--- src/rtl/dmem_arb_pkg.sv ---
// Shared types and defaults for the data-memory arbiter and its helpers.
package dmem_arb_pkg;
  typedef enum logic [1:0] {
    ST_IDLE   = 2'd0,
    ST_ACCESS = 2'd1,
    ST_WRITE  = 2'd2,
    ST_RESP   = 2'd3
  } state_e;

  localparam logic OWN_M0 = 1'b0;
  localparam logic OWN_M1 = 1'b1;

  localparam int DEF_ADDR_W = 11;
  localparam int DEF_DATA_W = 32;
endpackage

--- src/rtl/dmem_arbiter_if.sv ---
// Requester and memory-port bundle for dmem_arbiter; slave = arbiter side.
interface dmem_arbiter_if import dmem_arb_pkg::*; #(
  parameter int ADDR_W = DEF_ADDR_W,
  parameter int DATA_W = DEF_DATA_W
);
  localparam int BE_W = DATA_W / 8;

  logic              m0_req,   m1_req;
  logic              m0_we,    m1_we;
  logic [BE_W-1:0]   m0_be,    m1_be;
  logic [ADDR_W-1:0] m0_addr,  m1_addr;
  logic [DATA_W-1:0] m0_wdata, m1_wdata;
  logic              m0_ack,   m1_ack;
  logic [DATA_W-1:0] m0_rdata, m1_rdata;
  logic [ADDR_W-1:0] mem_addr;
  logic [DATA_W-1:0] mem_wdata;
  logic              mem_we;
  logic [DATA_W-1:0] mem_rdata;
  logic              busy;

  modport slave (
    input  m0_req, m0_we, m0_be, m0_addr, m0_wdata,
    input  m1_req, m1_we, m1_be, m1_addr, m1_wdata,
    output m0_ack, m0_rdata, m1_ack, m1_rdata,
    output mem_addr, mem_wdata, mem_we, busy,
    input  mem_rdata
  );

  modport master (
    output m0_req, m0_we, m0_be, m0_addr, m0_wdata,
    output m1_req, m1_we, m1_be, m1_addr, m1_wdata,
    input  m0_ack, m0_rdata, m1_ack, m1_rdata,
    input  mem_addr, mem_wdata, mem_we, busy,
    output mem_rdata
  );
endinterface

--- src/rtl/dmem_be_merge.sv ---
// Byte-lane merge: each lane takes new_word where be is set, else old_word.
module dmem_be_merge import dmem_arb_pkg::*; #(
  parameter int DATA_W = DEF_DATA_W
) (
  input  logic [DATA_W-1:0]   old_word,
  input  logic [DATA_W-1:0]   new_word,
  input  logic [DATA_W/8-1:0] be,
  output logic [DATA_W-1:0]   merged
);
  for (genvar i = 0; i < DATA_W/8; i++) begin : g_lane
    assign merged[8*i +: 8] = be[i] ? new_word[8*i +: 8] : old_word[8*i +: 8];
  end
endmodule

--- src/rtl/dmem_arbiter.sv ---
// Two-port arbiter for the single-port data memory; fixed priority to m0 with a
// starvation guard for m1, and read-modify-write for sub-word stores.
module dmem_arbiter import dmem_arb_pkg::*; #(
  parameter int ADDR_W       = DEF_ADDR_W,
  parameter int DATA_W       = DEF_DATA_W,
  parameter int STARVE_LIMIT = 4
) (
  input logic           clk,
  input logic           rst_n,
  dmem_arbiter_if.slave bus
);
  localparam int BE_W  = DATA_W / 8;
  localparam int CNT_W = $clog2(STARVE_LIMIT + 1);

  state_e            state, state_nxt;
  logic              owner;
  logic              we_q;
  logic [BE_W-1:0]   be_q;
  logic [CNT_W-1:0]  starve_cnt;
  logic [ADDR_W-1:0] mem_addr_q;
  logic [DATA_W-1:0] mem_wdata_q;
  logic [DATA_W-1:0] m0_rdata_q, m1_rdata_q;
  logic              m0_ack_q, m1_ack_q;
  logic              grant_m0, grant_m1, starved;
  logic              be_full, be_none, partial, mem_we_dec;
  logic [DATA_W-1:0] merged, cap_data;

  assign starved = (starve_cnt == CNT_W'(STARVE_LIMIT));
  assign be_full = &be_q;
  assign be_none = ~|be_q;
  assign partial = we_q && !be_full && !be_none;

  // While latched in ACCESS, mem_wdata_q still holds the requester's write data.
  dmem_be_merge #(.DATA_W(DATA_W)) u_merge (
    .old_word (bus.mem_rdata),
    .new_word (mem_wdata_q),
    .be       (be_q),
    .merged   (merged)
  );

  always_comb begin
    state_nxt  = state;
    grant_m0   = 1'b0;
    grant_m1   = 1'b0;
    mem_we_dec = 1'b0;
    cap_data   = bus.mem_rdata;
    case (state)
      ST_IDLE: begin
        if (bus.m1_req && (!bus.m0_req || starved)) grant_m1 = 1'b1;
        else if (bus.m0_req)                        grant_m0 = 1'b1;
        if (grant_m0 || grant_m1) state_nxt = ST_ACCESS;
      end
      ST_ACCESS: begin
        mem_we_dec = we_q && be_full;
        if (we_q && !be_none) cap_data = be_full ? mem_wdata_q : merged;
        state_nxt = partial ? ST_WRITE : ST_RESP;
      end
      ST_WRITE: begin
        mem_we_dec = 1'b1;
        state_nxt  = ST_RESP;
      end
      ST_RESP:  state_nxt = ST_IDLE;
      default:  state_nxt = ST_IDLE;
    endcase
  end

  always_ff @(posedge clk) begin
    if (!rst_n) begin
      state       <= ST_IDLE;
      owner       <= OWN_M0;
      we_q        <= 1'b0;
      be_q        <= '0;
      starve_cnt  <= '0;
      mem_addr_q  <= '0;
      mem_wdata_q <= '0;
      m0_rdata_q  <= '0;
      m1_rdata_q  <= '0;
      m0_ack_q    <= 1'b0;
      m1_ack_q    <= 1'b0;
    end else begin
      state    <= state_nxt;
      m0_ack_q <= 1'b0;
      m1_ack_q <= 1'b0;
      if (state == ST_IDLE) begin
        if (grant_m1 || !bus.m1_req)     starve_cnt <= '0;
        else if (grant_m0 && !starved)   starve_cnt <= starve_cnt + 1'b1;
        if (grant_m0 || grant_m1) begin
          owner       <= grant_m1 ? OWN_M1 : OWN_M0;
          we_q        <= grant_m1 ? bus.m1_we    : bus.m0_we;
          be_q        <= grant_m1 ? bus.m1_be    : bus.m0_be;
          mem_addr_q  <= grant_m1 ? bus.m1_addr  : bus.m0_addr;
          mem_wdata_q <= grant_m1 ? bus.m1_wdata : bus.m0_wdata;
        end
      end
      if (state == ST_ACCESS) begin
        if (owner == OWN_M1) m1_rdata_q <= cap_data;
        else                 m0_rdata_q <= cap_data;
        if (partial) mem_wdata_q <= merged;
      end
      if (state_nxt == ST_RESP) begin
        m0_ack_q <= (owner == OWN_M0);
        m1_ack_q <= (owner == OWN_M1);
      end
    end
  end

  // Reset gates the write strobe combinationally so an interrupted store never commits.
  assign bus.mem_we    = rst_n ? mem_we_dec : 1'b0;
  assign bus.mem_addr  = mem_addr_q;
  assign bus.mem_wdata = mem_wdata_q;
  assign bus.m0_ack    = m0_ack_q;
  assign bus.m1_ack    = m1_ack_q;
  assign bus.m0_rdata  = m0_rdata_q;
  assign bus.m1_rdata  = m1_rdata_q;
  assign bus.busy      = (state != ST_IDLE);
endmodule

--- src/flat_wrapper.sv ---
// flat-port wrapper written by rule: the top's interface ports become plain ports
module dmem_arbiter_flat import dmem_arb_pkg::*;
#(
  parameter int ADDR_W       = DEF_ADDR_W,
  parameter int DATA_W       = DEF_DATA_W,
  parameter int STARVE_LIMIT = 4
)
  (clk, rst_n, bus_m0_req, bus_m0_we, bus_m0_be, bus_m0_addr, bus_m0_wdata, bus_m1_req, bus_m1_we, bus_m1_be, bus_m1_addr, bus_m1_wdata, bus_m0_ack, bus_m0_rdata, bus_m1_ack, bus_m1_rdata, bus_mem_addr, bus_mem_wdata, bus_mem_we, bus_busy, bus_mem_rdata);
  dmem_arbiter_if #(.ADDR_W(ADDR_W), .DATA_W(DATA_W)) bus_i ();
  input logic clk;
  input logic rst_n;
  input wire logic [$bits(bus_i.m0_req)-1:0] bus_m0_req;
  input wire logic [$bits(bus_i.m0_we)-1:0] bus_m0_we;
  input wire logic [$bits(bus_i.m0_be)-1:0] bus_m0_be;
  input wire logic [$bits(bus_i.m0_addr)-1:0] bus_m0_addr;
  input wire logic [$bits(bus_i.m0_wdata)-1:0] bus_m0_wdata;
  input wire logic [$bits(bus_i.m1_req)-1:0] bus_m1_req;
  input wire logic [$bits(bus_i.m1_we)-1:0] bus_m1_we;
  input wire logic [$bits(bus_i.m1_be)-1:0] bus_m1_be;
  input wire logic [$bits(bus_i.m1_addr)-1:0] bus_m1_addr;
  input wire logic [$bits(bus_i.m1_wdata)-1:0] bus_m1_wdata;
  output wire logic [$bits(bus_i.m0_ack)-1:0] bus_m0_ack;
  output wire logic [$bits(bus_i.m0_rdata)-1:0] bus_m0_rdata;
  output wire logic [$bits(bus_i.m1_ack)-1:0] bus_m1_ack;
  output wire logic [$bits(bus_i.m1_rdata)-1:0] bus_m1_rdata;
  output wire logic [$bits(bus_i.mem_addr)-1:0] bus_mem_addr;
  output wire logic [$bits(bus_i.mem_wdata)-1:0] bus_mem_wdata;
  output wire logic [$bits(bus_i.mem_we)-1:0] bus_mem_we;
  output wire logic [$bits(bus_i.busy)-1:0] bus_busy;
  input wire logic [$bits(bus_i.mem_rdata)-1:0] bus_mem_rdata;
  assign bus_i.m0_req = bus_m0_req;
  assign bus_i.m0_we = bus_m0_we;
  assign bus_i.m0_be = bus_m0_be;
  assign bus_i.m0_addr = bus_m0_addr;
  assign bus_i.m0_wdata = bus_m0_wdata;
  assign bus_i.m1_req = bus_m1_req;
  assign bus_i.m1_we = bus_m1_we;
  assign bus_i.m1_be = bus_m1_be;
  assign bus_i.m1_addr = bus_m1_addr;
  assign bus_i.m1_wdata = bus_m1_wdata;
  assign bus_m0_ack = bus_i.m0_ack;
  assign bus_m0_rdata = bus_i.m0_rdata;
  assign bus_m1_ack = bus_i.m1_ack;
  assign bus_m1_rdata = bus_i.m1_rdata;
  assign bus_mem_addr = bus_i.mem_addr;
  assign bus_mem_wdata = bus_i.mem_wdata;
  assign bus_mem_we = bus_i.mem_we;
  assign bus_busy = bus_i.busy;
  assign bus_i.mem_rdata = bus_mem_rdata;
  dmem_arbiter #(.ADDR_W(ADDR_W), .DATA_W(DATA_W), .STARVE_LIMIT(STARVE_LIMIT)) u_core (.clk(clk), .rst_n(rst_n), .bus(bus_i));
endmodule
--- config.mk ---
export PLATFORM = sky130hd
export DESIGN_NAME = dmem_arbiter_flat
export DESIGN_NICKNAME = d
export VERILOG_FILES = /design/src/rtl/dmem_arb_pkg.sv /design/src/rtl/dmem_arbiter_if.sv /design/src/rtl/dmem_be_merge.sv /design/src/rtl/dmem_arbiter.sv /design/src/flat_wrapper.sv
export SDC_FILE = /design/constraint.sdc
export NUM_CORES = 1
export LEC_CHECK = 0
export BUFFER_PORTS_ARGS = -buffer_cell sky130_fd_sc_hd__clkbuf_2
export CORE_MARGIN = 2
export CORE_UTILIZATION = 51
export DETAILED_ROUTE_END_ITERATION = 12
export HOLD_SLACK_MARGIN = 0.08
export PLACE_DENSITY_LB_ADDON = 0.2
export SETUP_SLACK_MARGIN = 0.1
export SLEW_MARGIN = 30
export SYNTH_ARGS = -nofsm -noshare
export SYNTH_HDL_FRONTEND = slang
export SYNTH_SLANG_ARGS = --single-unit
--- constraint.sdc ---
create_clock -name clk -period 3.5 [get_ports clk]
set_clock_uncertainty 0.05 [all_clocks]
set_input_delay 0.7 -clock clk [delete_from_list [all_inputs] [get_ports clk]]
set_output_delay 0.7 -clock clk [all_outputs]
set_load 0.03 [all_outputs]
==> flow_summary_export.csv <==
group,metric,value,unit
run_status,run_status,"completed",
placement,post-dp-hpwl,11400,um
worst_setup_path,criticalPathCategory,"flip-flop to output port",
routing,first_iter_violations,297,
synthesis,syn_area,0.00529,mm2
layout,drive_gt1_share,38.4,%
timing,relSlewSlack,43.9,%
routing,vias,5388,
global_route,antenna_found_initial,0,
timing,fin_setup_tns,0,ns
cts,cts_buffers,17,
timing,maxClockFrequency,360,MHz
global_route,grt_pass1_vias,5095,
layout,diodes,0,
die,core-area,0.0102,mm2
worst_setup_path,arrival,2.03,ns
cts,postCtsResizedCells,0,
synthesis,ys_seq_area_share,45.4,%
synthesis,ys_types,30,
synthesis,ys.flop_type,"dfxtp_1",
die,dieArea,0.0112,mm2
layout,fin_util,69.8,%
synthesis,async_reset_ff_share,0,%
synthesis,synth_nets,729,
global_route,grt_max_degree,80,
synthesis,synth_top_area_cell,"dfxtp_1",
timing,finalSetupViolations,0,
layout,num-fill-cells,807,
synthesis,synth_common_cells,"dfxtp_1 (120), nand2_1 (105), o21ai_0 (84), mux2i_1 (48)",
layout,area_growth,34.2,%
worst_setup_path,reg2reg_depth,7,
worst_setup_path,cp-end-kind,"output port",
power_and_ir_drop,cellPowerDensity,868,mW/mm2
global_route,grt_usage,28.5,%
worst_setup_path,cp-startpoint,"u_core.be_q[1]",
routing,antenna_left,0,
worst_setup_path,worstReg2RegEnd,"u_core.bus.mem_wdata[22]",
cts,cts_hold_buf,0,
synthesis,synth.most_common_cell,"dfxtp_1",
worst_setup_path,reg2reg_setup_slack,1.16,ns
timing,period_minus_slack,2.78,ns
timing,slew_viol_final,0,
die,die_x,106,um
die,start_util,52.0,%
worst_setup_path,cp_cell_sequence,"nand4_1, nor2_1, o21a_1, clkbuf_2",
worst_setup_path,critPathLaunchType,"flip-flop",
synthesis,synth_warnings,0,
job,cap_violations,0,
power_and_ir_drop,peakVddDrop,0.000549,V
power_and_ir_drop,totalPowerFinal,6.17,mW
placement,port_buffers,242,
synthesis,synth.top_cell.area_share,45.4,%
die,ios,243,
routing,drc,0,
timing,grt_setup_unrepaired,"no",
synthesis,netlist_instances,592,
placement,globalplace.congestion,0.886,
cts,cts_sinks,120,
cts,clock_latency,0.52,ns
routing,viasPerCell,5.63,
die,fp-row-count,37,
synthesis,syn_area_per_cell,8.94,um2
routing,wirelength,16400,um
synthesis,yosys-top-cells-area,"dfxtp_1 (45%), mux2i_1 (9.1%), o21ai_0 (7.9%), nand2_1 (7.4%), mux2_2 (6.8%)",
min_path,hold_class,"flip-flop to flip-flop",
worst_setup_path,r2r_start,"u_core.state[0]",
timing,post-route-period-util,79.5,%
worst_setup_path,critPathSlowestCell,"dfxtp_1",
synthesis,synth_edf_count,0,
die,die_h,106,um
cts,cts_tree,"done",
cts,ctsRootBufferMaster,"clkbuf_8",
timing,hold_viol_final,0,
synthesis,synth_seq_cells,120,
worst_setup_path,endpoint,"bus_mem_we",
worst_setup_path,crit_fanout,12,
global_route,grt_overflow,0,
worst_setup_path,critPathRequiredTime,2.75,ns
cts,cts_htree_levels,4,
timing,tightest_slew,0.842,ns
cts,cts_setup_buffers,0,
cts,cts_max_path_buffers,2,
routing,drt_first_pass_iters,5,
worst_setup_path,worst_path_largest_cell_delay,0.70,ns
power_and_ir_drop,leakagePower,3.45,nW
routing,avgRoutedWirePerCell,17.1,um
global_route,grt_pass1_wl,25100,um
layout,num-nets-final,950,
cts,cts.clk_slew.worst_paths,0.05,ns
==> kinds of logic after synthesis <==
logic type / count (synthesis) / share of synthesized area [%]
buffers and inverters: 56 / 4.87
flip-flops: 120 / 45.4
AO/OA/AOI/OAI: 202 / 22.5
multiplexers: 80 / 15.9
AND/OR/NAND/NOR: 129 / 10.2
adder cells (fa/ha/maj): 5 / 1.18
==> worst max-delay path: cells and delay by family, from the launching register on <==
family,cells,cell delay [ns]
compound gates,1,0.12
buf+inv,1,0.20
flops,1,0.70
simple gates,2,0.50
==> state kept, by name (all words and copies together), names as in the netlist <==
signal                flops
u_core.owner              1
u_core.bus.mem_addr      11
u_core.be_q               4
u_core.bus.m1_rdata      32
u_core.bus.mem_wdata     32
u_core.bus.m1_ack         1
u_core.bus.m0_ack         1
u_core.we_q               1
u_core.bus.m0_rdata      32
u_core.state              2
u_core.starve_cnt         3
==> through the flow <==
stage	setup slack (ns)	cell area, um2	cells	hold slack, ns
floorplan	1.17	5290	592	0.376
global placement	1.29	6540	928	0.384
detailed placement	1.20	6540	928	0.392
CTS	0.713	7070	955	0.401
global route	0.597	7100	957	0.421
finish	0.719	7100	957	0.400
==> how the worst min path moves through the flow <==
stage               cells after the start               startpoint  slack (ns)                       to
floorplan                               1             u_core.owner        0.38        u_core.bus.m0_ack
global placement                        2   u_core.bus.m1_rdata[7]        0.38   u_core.bus.m1_rdata[7]
detailed placement                      2  u_core.bus.m0_rdata[28]        0.39  u_core.bus.m0_rdata[28]
CTS                                     3          bus_m1_addr[10]        0.40  u_core.bus.mem_addr[10]
global route                            3           bus_m1_addr[2]        0.42   u_core.bus.mem_addr[2]
finish                                  2   u_core.bus.m0_rdata[2]        0.40   u_core.bus.m0_rdata[2]
==> per-layer routing <==
layer  up-vias  track usage (%)  wire length (um)
li1       2594                -                 -
met1      2497             35.0              6860
met2       272             47.9              7980
met3        25             6.80              1270
met4         0             11.9               291
met5         -                0                 0
==> area by class of cell <==
class                      instances  area (um2)  area share [%]
timing repair buffer             252        1310            18.5
sequential                       120        2400            33.8
clock inverter                     4        45.0           0.634
multi-input combinational        416        2660            37.5
inverter                           6        22.5           0.317
clock buffer                      23         487            6.85
tap                              136         170            2.40
==> report_power, final <==
group	switching, mW	internal (mW)
registers	0.349	1.75
logic	1.64	0.856
clock network	0.562	1.01
total	2.55	3.62
==> placed cells by master (no fill, tap or decap), types with 16 or more instances in the layout <==
cell type and count:
a21oi_1 16, clkbuf_16 16, clkbuf_2 242, dfxtp_1 120, mux2_2 32, mux2i_1 48, nand2_1 105, o21ai_0 84
o21ai_1 28, o221ai_1 31, o22ai_1 34
Power figures use the tool's default switching activity.
